**src/rtl/alu4_seq_pkg.sv**
```systemverilog
// Shared types for the nibble-serial ALU sequencer: opcodes, FSM states and the
// ALU control bundle with its per-slice encoding.
package alu4_seq_pkg;

  localparam int NIB = 4;

  typedef enum logic [1:0] {
    OP_ADD = 2'b00,
    OP_SUB = 2'b01,
    OP_AND = 2'b10,
    OP_XOR = 2'b11
  } op_e;

  typedef enum logic [2:0] {
    FLUSH,
    IDLE,
    ARITH_ISSUE,
    ARITH_WAIT,
    LOGIC_ISSUE,
    DONE
  } state_e;

  typedef struct packed {
    logic carry_in;
    logic end_bar;
    logic cmpl_x;
    logic cmpl_y;
    logic op_xor;
    logic op_and;
    logic op_arith;
  } alu_ctrl_t;

  function automatic logic op_is_arith(input op_e op);
    return (op == OP_ADD) || (op == OP_SUB);
  endfunction

  // Slice 0 takes the command carry (or the +1 of two's complement for SUB);
  // later slices take the carry chained from the previous slice.
  function automatic alu_ctrl_t slice_ctrl(input op_e op, input logic first,
                                           input logic cin, input logic chain);
    alu_ctrl_t c;
    c         = '0;
    c.end_bar = 1'b1;
    case (op)
      OP_ADD: begin
        c.op_arith = 1'b1;
        c.carry_in = first ? cin : chain;
      end
      OP_SUB: begin
        c.op_arith = 1'b1;
        c.cmpl_y   = 1'b1;
        c.carry_in = first ? 1'b1 : chain;
      end
      OP_AND:  c.op_and = 1'b1;
      default: c.op_xor = 1'b1;
    endcase
    return c;
  endfunction

endpackage

```
**src/rtl/alu4_seq_tagpipe.sv**
```systemverilog
// LAT-deep {valid, slice index} shift register that travels alongside the ALU
// pipeline so each returning nibble knows where it belongs.
module alu4_seq_tagpipe
  import alu4_seq_pkg::*;
#(
  parameter int LAT = 7,
  parameter int IW  = 2
) (
  input  logic          clk,
  input  logic          rst_n,
  input  logic          in_vld,
  input  logic [IW-1:0] in_idx,
  output logic          out_vld,
  output logic [IW-1:0] out_idx
);

  logic [LAT-1:0]         vld_q, vld_d;
  logic [LAT-1:0][IW-1:0] idx_q, idx_d;

  always_comb begin
    vld_d    = vld_q;
    idx_d    = idx_q;
    vld_d[0] = in_vld;
    idx_d[0] = in_idx;
    for (int i = 1; i < LAT; i++) begin
      vld_d[i] = vld_q[i-1];
      idx_d[i] = idx_q[i-1];
    end
  end

  always_ff @(posedge clk or negedge rst_n) begin
    if (!rst_n) begin
      vld_q <= '0;
      idx_q <= '0;
    end else begin
      vld_q <= vld_d;
      idx_q <= idx_d;
    end
  end

  assign out_vld = vld_q[LAT-1];
  assign out_idx = idx_q[LAT-1];

endmodule

```
**src/rtl/alu4_slice_sequencer.sv**
```systemverilog
// Runs wide ADD/SUB/AND/XOR on a pipelined 4-bit ALU one nibble at a time,
// chaining carry between slices for arithmetic and collecting the result word.
module alu4_slice_sequencer
  import alu4_seq_pkg::*;
#(
  parameter int LAT    = 7,
  parameter int NSLICE = 4
) (
  input  logic                gclk,
  input  logic                rst_n,
  input  logic                cmd_valid,
  output logic                cmd_ready,
  input  logic [1:0]          cmd_op,
  input  logic                cmd_cin,
  input  logic [4*NSLICE-1:0] cmd_x,
  input  logic [4*NSLICE-1:0] cmd_y,
  output logic                res_valid,
  input  logic                res_ready,
  output logic [4*NSLICE-1:0] res_data,
  output logic                res_carry,
  output logic [3:0]          alu_x,
  output logic [3:0]          alu_y,
  output logic                alu_carry_in,
  output logic                alu_end_bar,
  output logic                alu_cmpl_x,
  output logic                alu_cmpl_y,
  output logic                alu_op_xor,
  output logic                alu_op_and,
  output logic                alu_op_arith,
  input  logic [3:0]          alu_z,
  input  logic                alu_carry_out
);

  localparam int W  = NIB * NSLICE;
  localparam int IW = (NSLICE > 1) ? $clog2(NSLICE) : 1;
  localparam int FW = $clog2(LAT + 1);
  localparam logic [IW-1:0] LAST = IW'(NSLICE - 1);

  state_e        state_q, state_d;
  logic [FW-1:0] flush_cnt_q, flush_cnt_d;
  logic          cmd_ready_q, cmd_ready_d;
  logic          res_valid_q, res_valid_d;
  logic [W-1:0]  res_data_q, res_data_d;
  logic          res_carry_q, res_carry_d;
  alu_ctrl_t     ctrl_q, ctrl_d;
  logic [3:0]    alu_x_q, alu_x_d;
  logic [3:0]    alu_y_q, alu_y_d;
  logic          slice_vld_q, slice_vld_d;
  logic [IW-1:0] slice_idx_q, slice_idx_d;
  op_e           op_q, op_d;
  logic [W-1:0]  x_q, x_d;
  logic [W-1:0]  y_q, y_d;

  logic          tag_vld;
  logic [IW-1:0] tag_idx;
  logic [IW-1:0] nxt_idx;
  logic          capture;

  alu4_seq_tagpipe #(
    .LAT (LAT),
    .IW  (IW)
  ) u_tagpipe (
    .clk     (gclk),
    .rst_n   (rst_n),
    .in_vld  (slice_vld_q),
    .in_idx  (slice_idx_q),
    .out_vld (tag_vld),
    .out_idx (tag_idx)
  );

  always_comb begin
    state_d     = state_q;
    flush_cnt_d = flush_cnt_q;
    cmd_ready_d = cmd_ready_q;
    res_valid_d = res_valid_q;
    res_data_d  = res_data_q;
    res_carry_d = res_carry_q;
    ctrl_d      = '0;
    alu_x_d     = '0;
    alu_y_d     = '0;
    slice_vld_d = 1'b0;
    slice_idx_d = slice_idx_q;
    op_d        = op_q;
    x_d         = x_q;
    y_d         = y_q;
    nxt_idx     = slice_idx_q + 1'b1;
    capture     = tag_vld && ((state_q == ARITH_WAIT) || (state_q == LOGIC_ISSUE));

    if (capture) begin
      res_data_d[NIB*tag_idx +: NIB] = alu_z;
      if (op_is_arith(op_q)) res_carry_d = alu_carry_out;
    end

    case (state_q)
      FLUSH: begin
        if (flush_cnt_q <= FW'(1)) begin
          flush_cnt_d = '0;
          cmd_ready_d = 1'b1;
          state_d     = IDLE;
        end else begin
          flush_cnt_d = flush_cnt_q - 1'b1;
        end
      end
      IDLE: begin
        if (cmd_valid && cmd_ready_q) begin
          cmd_ready_d = 1'b0;
          op_d        = op_e'(cmd_op);
          x_d         = cmd_x;
          y_d         = cmd_y;
          res_data_d  = '0;
          res_carry_d = 1'b0;
          ctrl_d      = slice_ctrl(op_e'(cmd_op), 1'b1, cmd_cin, 1'b0);
          alu_x_d     = cmd_x[NIB-1:0];
          alu_y_d     = cmd_y[NIB-1:0];
          slice_vld_d = 1'b1;
          slice_idx_d = '0;
          state_d     = op_is_arith(op_e'(cmd_op)) ? ARITH_ISSUE : LOGIC_ISSUE;
        end
      end
      ARITH_ISSUE: state_d = ARITH_WAIT;
      ARITH_WAIT: begin
        // The next slice can only start once the previous carry has come back.
        if (capture) begin
          if (tag_idx == LAST) begin
            res_valid_d = 1'b1;
            state_d     = DONE;
          end else begin
            ctrl_d      = slice_ctrl(op_q, 1'b0, 1'b0, alu_carry_out);
            alu_x_d     = x_q[NIB*nxt_idx +: NIB];
            alu_y_d     = y_q[NIB*nxt_idx +: NIB];
            slice_vld_d = 1'b1;
            slice_idx_d = nxt_idx;
            state_d     = ARITH_ISSUE;
          end
        end
      end
      LOGIC_ISSUE: begin
        if (slice_vld_q && (slice_idx_q != LAST)) begin
          ctrl_d      = slice_ctrl(op_q, 1'b0, 1'b0, 1'b0);
          alu_x_d     = x_q[NIB*nxt_idx +: NIB];
          alu_y_d     = y_q[NIB*nxt_idx +: NIB];
          slice_vld_d = 1'b1;
          slice_idx_d = nxt_idx;
        end
        if (capture && (tag_idx == LAST)) begin
          res_valid_d = 1'b1;
          state_d     = DONE;
        end
      end
      DONE: begin
        if (res_ready) begin
          res_valid_d = 1'b0;
          cmd_ready_d = 1'b1;
          state_d     = IDLE;
        end
      end
      default: state_d = FLUSH;
    endcase
  end

  always_ff @(posedge gclk or negedge rst_n) begin
    if (!rst_n) begin
      state_q     <= FLUSH;
      flush_cnt_q <= FW'(LAT);
      cmd_ready_q <= 1'b0;
      res_valid_q <= 1'b0;
      res_data_q  <= '0;
      res_carry_q <= 1'b0;
      ctrl_q      <= '0;
      alu_x_q     <= '0;
      alu_y_q     <= '0;
      slice_vld_q <= 1'b0;
      slice_idx_q <= '0;
    end else begin
      state_q     <= state_d;
      flush_cnt_q <= flush_cnt_d;
      cmd_ready_q <= cmd_ready_d;
      res_valid_q <= res_valid_d;
      res_data_q  <= res_data_d;
      res_carry_q <= res_carry_d;
      ctrl_q      <= ctrl_d;
      alu_x_q     <= alu_x_d;
      alu_y_q     <= alu_y_d;
      slice_vld_q <= slice_vld_d;
      slice_idx_q <= slice_idx_d;
    end
  end

  // Latched command operands are pure data and need no reset.
  always_ff @(posedge gclk) begin
    op_q <= op_d;
    x_q  <= x_d;
    y_q  <= y_d;
  end

  assign cmd_ready    = cmd_ready_q;
  assign res_valid    = res_valid_q;
  assign res_data     = res_data_q;
  assign res_carry    = res_carry_q;
  assign alu_x        = alu_x_q;
  assign alu_y        = alu_y_q;
  assign alu_carry_in = ctrl_q.carry_in;
  assign alu_end_bar  = ctrl_q.end_bar;
  assign alu_cmpl_x   = ctrl_q.cmpl_x;
  assign alu_cmpl_y   = ctrl_q.cmpl_y;
  assign alu_op_xor   = ctrl_q.op_xor;
  assign alu_op_and   = ctrl_q.op_and;
  assign alu_op_arith = ctrl_q.op_arith;

endmodule

```
**config.mk**
```make
export PLATFORM = sky130hd
export DESIGN_NAME = alu4_slice_sequencer
export DESIGN_NICKNAME = d
export VERILOG_FILES = /design/src/rtl/alu4_seq_pkg.sv /design/src/rtl/alu4_seq_tagpipe.sv /design/src/rtl/alu4_slice_sequencer.sv
export SDC_FILE = /design/constraint.sdc
export NUM_CORES = 1
export LEC_CHECK = 0
export ABC_AREA = 0
export CAP_MARGIN = 20
export CORE_ASPECT_RATIO = 1.2
export CORE_MARGIN = 2
export CORE_UTILIZATION = 46
export CTS_BUF_LIST = sky130_fd_sc_hd__clkbuf_16
export CTS_CLUSTER_SIZE = 30
export DETAILED_ROUTE_END_ITERATION = 7
export GPL_TIMING_DRIVEN = 0
export PLACE_DENSITY_LB_ADDON = 0.12
export SYNTH_ARGS = -nofsm -noshare
export SYNTH_HDL_FRONTEND = slang
export SYNTH_SLANG_ARGS = --single-unit
```
**constraint.sdc**
```tcl
create_clock -name gclk -period 1.7 [get_ports gclk]
set_input_delay 0.34 -clock gclk [delete_from_list [all_inputs] [get_ports gclk]]
set_output_delay 0.34 -clock gclk [all_outputs]
set_load 0.02 [all_outputs]
```
Yosys cells after proc, flatten, opt, wreduce, memory -nomap -nowiden --
Cells that the tools add are included.
Word-level totals: bits in registers 98, bits in latches 0, bits in writable memories 0, bits in read-only memories 0, input port bits 44, output and inout port bits 34, memories 0
Cells by class: add/sub/neg operators 3, $mul 0, div/mod/pow operators 0, $lt $le $gt $ge 1, equality and inequality tests 19, shift-type cells 4, mux-type cells 61, bitwise logic cells 0, reductions and logical operators 22
Operators by type and width (number):
- $mux W16 | 3
- $neg A4 Y34 | 1
- $shift A4 B34 Y16 const A | 1
- $shiftx A4 B34 Y16 | 1
- $mux W4 | 8
- $shiftx A16 B5 Y4 | 2
- $mux W1 | 24
- $mux W3 | 8
- $pmux W4 S3 | 2
- $mux W7 | 3
- $pmux W7 S3 | 1
- $pmux W3 S6 | 1
- $bwmux W16 | 1
- $reduce_and A5 Y1 | 3
- $ne A2 B2 Y1 const B | 6
- $pmux W1 S3 | 3
- $reduce_bool A3 Y1 | 3
- $mux W2 | 4
- $eq A2 B2 Y1 const B | 3
- $eq A3 B2 Y1 const B | 2
- $eq A3 B3 Y1 const B | 2
- $mux W6 | 1
- $ne A2 B1 Y1 const B | 3
- $pmux W2 S3 | 1
- other kinds (14) | 23

Logic depth before layout (Yosys ltp) --
Gate-level depths: netlist (run 1).
word-level depth 6, depth in mapped cells 7, mapped depth without buffers 6

Cells and area by module --
From an unflattened synthesis (run 1), not the netlist that was laid out.
Unflattened totals: cell total of the unflattened synthesis 283, area total of the unflattened synthesis 3926.3 um^2
Modules (own cells, without submodules):
- alu4_slice_sequencer | times used 1, cells an instance 262, area each 3400.8 um^2
- alu4_seq_tagpipe | times used 1, cells an instance 21, area each 525.5 um^2

Least setup slack after synthesis (run 1) --
OpenSTA, ideal clock, no wires.
path type register to register, start reg state_q[1], end reg op_q[0] (enable), setup time 379 ps, arrival 1423 ps, setup slack -102 ps, cell stages (with the launch flop) 6, path buffers 2, period minus slack after synthesis 1802 ps, cells stage by stage dfrtp_1 > buf_4 > nor2_1 > nand4_1 > inv_1 > buf_2
Between the ends: longest elaborated chain between the ends 2
RTL lines:
- from (decl) | RTL line alu4_slice_sequencer.sv:39 | state_e state_q, state_d;
- from (signal assigned) | RTL line alu4_slice_sequencer.sv:175 | state_q <= state_d;
- $eq A3 B1 Y1 | RTL line alu4_slice_sequencer.sv:94 | case (state_q)
- $reduce_and A2 Y1 (no line)
- to (signal assigned) | RTL line alu4_slice_sequencer.sv:191 | op_q <= op_d;
- to (decl) | RTL line alu4_slice_sequencer.sv:50 | op_e op_q, op_d;
Every way passes these cells. A chain may end at the register's enable or synchronous reset.

Worst setup path in the final report (run 1) --
start reg alu_y_q[3] (netlist: alu_y[3]), end out alu_y[3]
RTL lines:
- from (decl) | RTL line alu4_slice_sequencer.sv:47 | logic [3:0] alu_y_q, alu_y_d;
- from (signal assigned) | RTL line alu4_slice_sequencer.sv:183 | alu_y_q <= alu_y_d;
- to (decl) | RTL line alu4_slice_sequencer.sv:22 | output logic [3:0] alu_y,
No word-level cell between the ends.

==> impl_results.md, run 1 <==
- Filler instances: around 620
- Vias in the first global route: ~2,500
- CTS tree: done
- Finished Layout Cells: slightly below 500
- Mapped Avg Cell Area: between 10 and 15 um^2
- Post-synth EDFFs: 34
- Post-synthesis mux area share: under 10%
- Slew HR: between 60% and 70%
- Ports: between 70 and 80
- Cells on worst reg2reg path: 5
- WL per Instance: 15.4 um
- N_diodes: 0
- Top Family by Delay on Critical Path: buffers and inverters
- Total core area: approximately 8200 um^2
- Synthesized instance count: 282
- Area leader, netlist: dfrtp_1
- Post-synthesis compound-gate area fraction: between 10% and 20%
- F_max: between 600 and 700 MHz
- Fin Clk Skew: approximately 0.0066 ns
- Area growth syn-to-layout: 37.7%
- Slowest-stage cell, CP: clkdlybuf4s50_1
- Minimum clock period: ~1.7 ns
- Count of input and output buffers: 76
- Starting density of the core: a little under half
- Worst Hold End: u_tagpipe.vld_q[4]$_DFF_PN0_
- Clock Latency Late Sink: between 0.3 and 0.4 ns
- Top cell type's share of synthesized area: 38.3%
- Crit-path cells: clkdlybuf4s50_1
- CTS sink count: 96
- Synth unique cells: 50
- R2R Path End: slice_idx_q[0]$_DFFE_PN0P_
- DR vias/cell: about 5.3
- Slowest stage delay, CP: between 0.6 and 0.7 ns
- GRT Overall Usage: between 10% and 20%
- Initial antenna violation count: 0
- Crit Path Class: reg -> out
- Main combinational cell family by area after synthesis: compound AO/OA/AOI/OAI gates
- Number of DRC markers in iteration 0: 196
- Post-DP HPWL: roughly 5200 um
- CP Data Arrival Time: approximately 1.3 ns
- CTS HTree Levels: 3
- Most frequent cells in the layout: clkdlybuf4s50_1 (71), dfrtp_1 (57), nand2_1 (34), edfxtp_1 (34), o21ai_0 (20)
- Power per standard cell area: 1550 nW/um^2
- Hold path start: u_tagpipe.vld_q[3]$_DFF_PN0_
- Die Wd: approximately 88 um
- Final period util: a little over nine tenths
- FP Rows: 36
- GRT overflow: 0
- Pre-antenna DRT Iters: 4
- RSZ-0062 raised after global routing: yes
- Post-synthesis register bit count: 96
- Routed WL: 7670 um
- Final net count: 431
- Yosys warns: 0
- Synthesized cell area: just under 4000 um^2
- Die ar.: 9130 um^2
- Count of final max-slew check failures: 0
- Mapped Nets: around 340
- Flop pwr share: approximately 40%
- Setup-failing EPs final: 0
- Root Buffer: clkbuf_16
- Clk pin slew, worst setup/hold paths: about 0.070 ns
- Startpoint types: register
- Internal: ~5.6 mW
- Logic pwr share: 34.1%
- Final hold viol count: 0
- Worst Max-Slew Pin Slew: around 0.52 ns
- R2r setup slk: between 0.04 and 0.05 ns
- Critical Path Sink Type: primary output
- Cells after DPL: approximately 470
- Worst reg2reg startpoint: state_q[2]$_DFFE_PN0P_
- Maximum VDD drop: ~0.00075 V
- Die Y-Extent: 104 um
- Tightest Hold Check Type: reg -> reg
- Synth area leaders: dfrtp_1 (38%), edfxtp_1 (26%), mux4_2 (4.7%)
- Layout cells sized above 1: 17.5%
- Status: completed
- Final ANT Viol Nets: 0
- Most common cell after layout, fill and taps aside: clkdlybuf4s50_1
- WHS Path Cells: 0
- Largest net degree at the start of global routing: 44
- Psw: roughly 2.6 mW
- Post-route DRC violation count: 0
- Post-Synth Adder-Cell Area: between 2 and 3%
- Global-route wire length before repair: 12,200 um
- FFs w/ async S/R, synth: between 60% and 70%
- Most used DFF post-synth: dfrtp_1
- Leak: approximately 2.1 nW
- Max Root-Sink Buffers: 2
- CTS Buf Count: 9
- Worst Path Buf+Inv: 1
- RePlAce Congestion: 0.779
- Simple-Gate Fraction of Synth Area: roughly 11%
- Via count: approximately 2,600
- Max Cap Violations: 0
- Share of total power in the clock network: about a quarter
- Maximum fanout along the worst path: 1
- Core Util, Final: about two thirds
- Seq/Total Area, Yosys: about 67%
- Worst EP required: roughly 1.4 ns
- Post-synthesis xor/xnor area fraction: 0%
- Sw Ratio: roughly a third
## how the worst max path moves through the flow
stage                                               from               endpoint  slack, ns  depth (start not counted)
after floorplan               slice_idx_q[0]$_DFFE_PN0P_     alu_x[1]$_DFF_PN0_       0.09                          4
after global placement                             rst_n     alu_x[1]$_DFF_PN0_      -1.67                          1
after detailed placement                       cmd_valid   alu_op_and$_DFF_PN0_      -0.40                          6
after CTS                 u_tagpipe.out_idx[0]$_DFF_PN0_  res_data[6]$_DFF_PN0_      -0.04                          5
after global routing              state_q[1]$_DFFE_PN0P_       x_q[6]$_DFFE_PN_      -0.01                          5
final                                 alu_y[3]$_DFF_PN0_               alu_y[3]       0.05                          1
## flip-flops by register name, summed over array words and instances, names as in the netlist, 2 cells and up
| register | flops |
|---|---|
| u_tagpipe.idx_d | 12 |
| u_tagpipe.out_idx | 2 |
| op_q | 2 |
| y_q | 16 |
| flush_cnt_q | 3 |
| slice_idx_q | 2 |
| u_tagpipe.vld_q | 7 |
| alu_x | 4 |
| res_data | 16 |
| alu_y | 4 |
| x_q | 16 |
| state_q | 3 |
## through the flow
stage / power [mW] / setup slack (ns) / hold WS [ns] / area, um^2 / TNS [ns]
finish: 8.24 / 0.0471 / 0.348 / 5310 / 0
global route: 8.70 / -0.0111 / 0.360 / 5310 / -0.104
CTS: 8.00 / -0.0373 / 0.349 / 5140 / -0.109
detailed placement: 5.77 / -0.396 / 0.335 / 4780 / -16.75
global placement: 5.70 / -1.67 / 0.333 / 4760 / -117.15
floorplan: 4.89 / 0.0905 / 0.0444 / 3860 / 0
## power by group through the flow
| stage | clock, mW | sequential, mW | combinational (mW) |
|---|---|---|---|
| CTS | 2.18 | 3.24 | 2.57 |
| floorplan | 0 | 3.40 | 1.49 |
| global placement | 0 | 3.26 | 2.44 |
| finish | 2.15 | 3.28 | 2.81 |
| detailed placement | 0 | 3.28 | 2.48 |
| global route | 2.28 | 3.35 | 3.07 |
## repair_timing
action | 4_1_cts | 5_1_grt
hold endpoints to repair | 18 | 0
hold buffers | 1 | 0
buffers inserted | 0 | 7
resized for setup | 12 | 21
pin swaps | 0 | 4
endpoints found under the setup margin | 61 | 30
gates cloned | 0 | 2
## cell families (layout without fill, tap and decap cells)
logic type | Yosys count | after routing
flip-flops | 96 | 96
AND/OR/NAND/NOR | 81 | 81
AO/OA/AOI/OAI | 60 | 60
buffers and inverters | 25 | 126
multiplexers | 10 | 10
adder cells (fa/ha/maj) | 9 | 9
other | 1 | 1
## per-layer routing
metal / share of wire (%) / up-vias / global-route usage [%]
li1: - / 1239 / -
met1: 43 / 1265 / 22.6
met2: 49 / 95 / 26.4
met3: 4.7 / 20 / 3.57
met4: 3.1 / 0 / 8.90
met5: 0 / - / 0
## synthesized netlist by cell type, drive strengths merged (3+ instances only)
master and number:
dfrtp 59, edfxtp 34, nand2 34, o21ai 24, nand4 12, inv 11
ha 9, nor2 9, a22o 8, buf 8, mux4 8, a21oi 7
nand3 7, clkbuf 6, a21o 4, dfstp 3, nor2b 3, nor3 3
## cell type report
class	count	area [um^2]	share of cell area [%]
Inverter	11	43.8	0.825
Clock buffer	9	225	4.24
Buffer	12	91.3	1.72
Sequential cell	96	2580	48.6
Multi-Input combinational cell	161	1240	23.4
Clock inverter	7	96.3	1.81
Tap cell	114	143	2.69
Timing Repair Buffer	87	887	16.7
No activity file was read; power rests on OpenSTA's default activity.
==> run 2: changes to the inputs <==
--- a/config.mk
+++ b/config.mk
@@ -14,6 +14,7 @@
 export CTS_CLUSTER_SIZE = 30
 export DETAILED_ROUTE_END_ITERATION = 7
 export GPL_TIMING_DRIVEN = 0
+export HOLD_SLACK_MARGIN = 0.02
 export PLACE_DENSITY_LB_ADDON = 0.12
 export SYNTH_ARGS = -nofsm -noshare
 export SYNTH_HDL_FRONTEND = slang
==> results of run 2 <==
No change in the layout: final DEF, timing and power equal those of run 1.
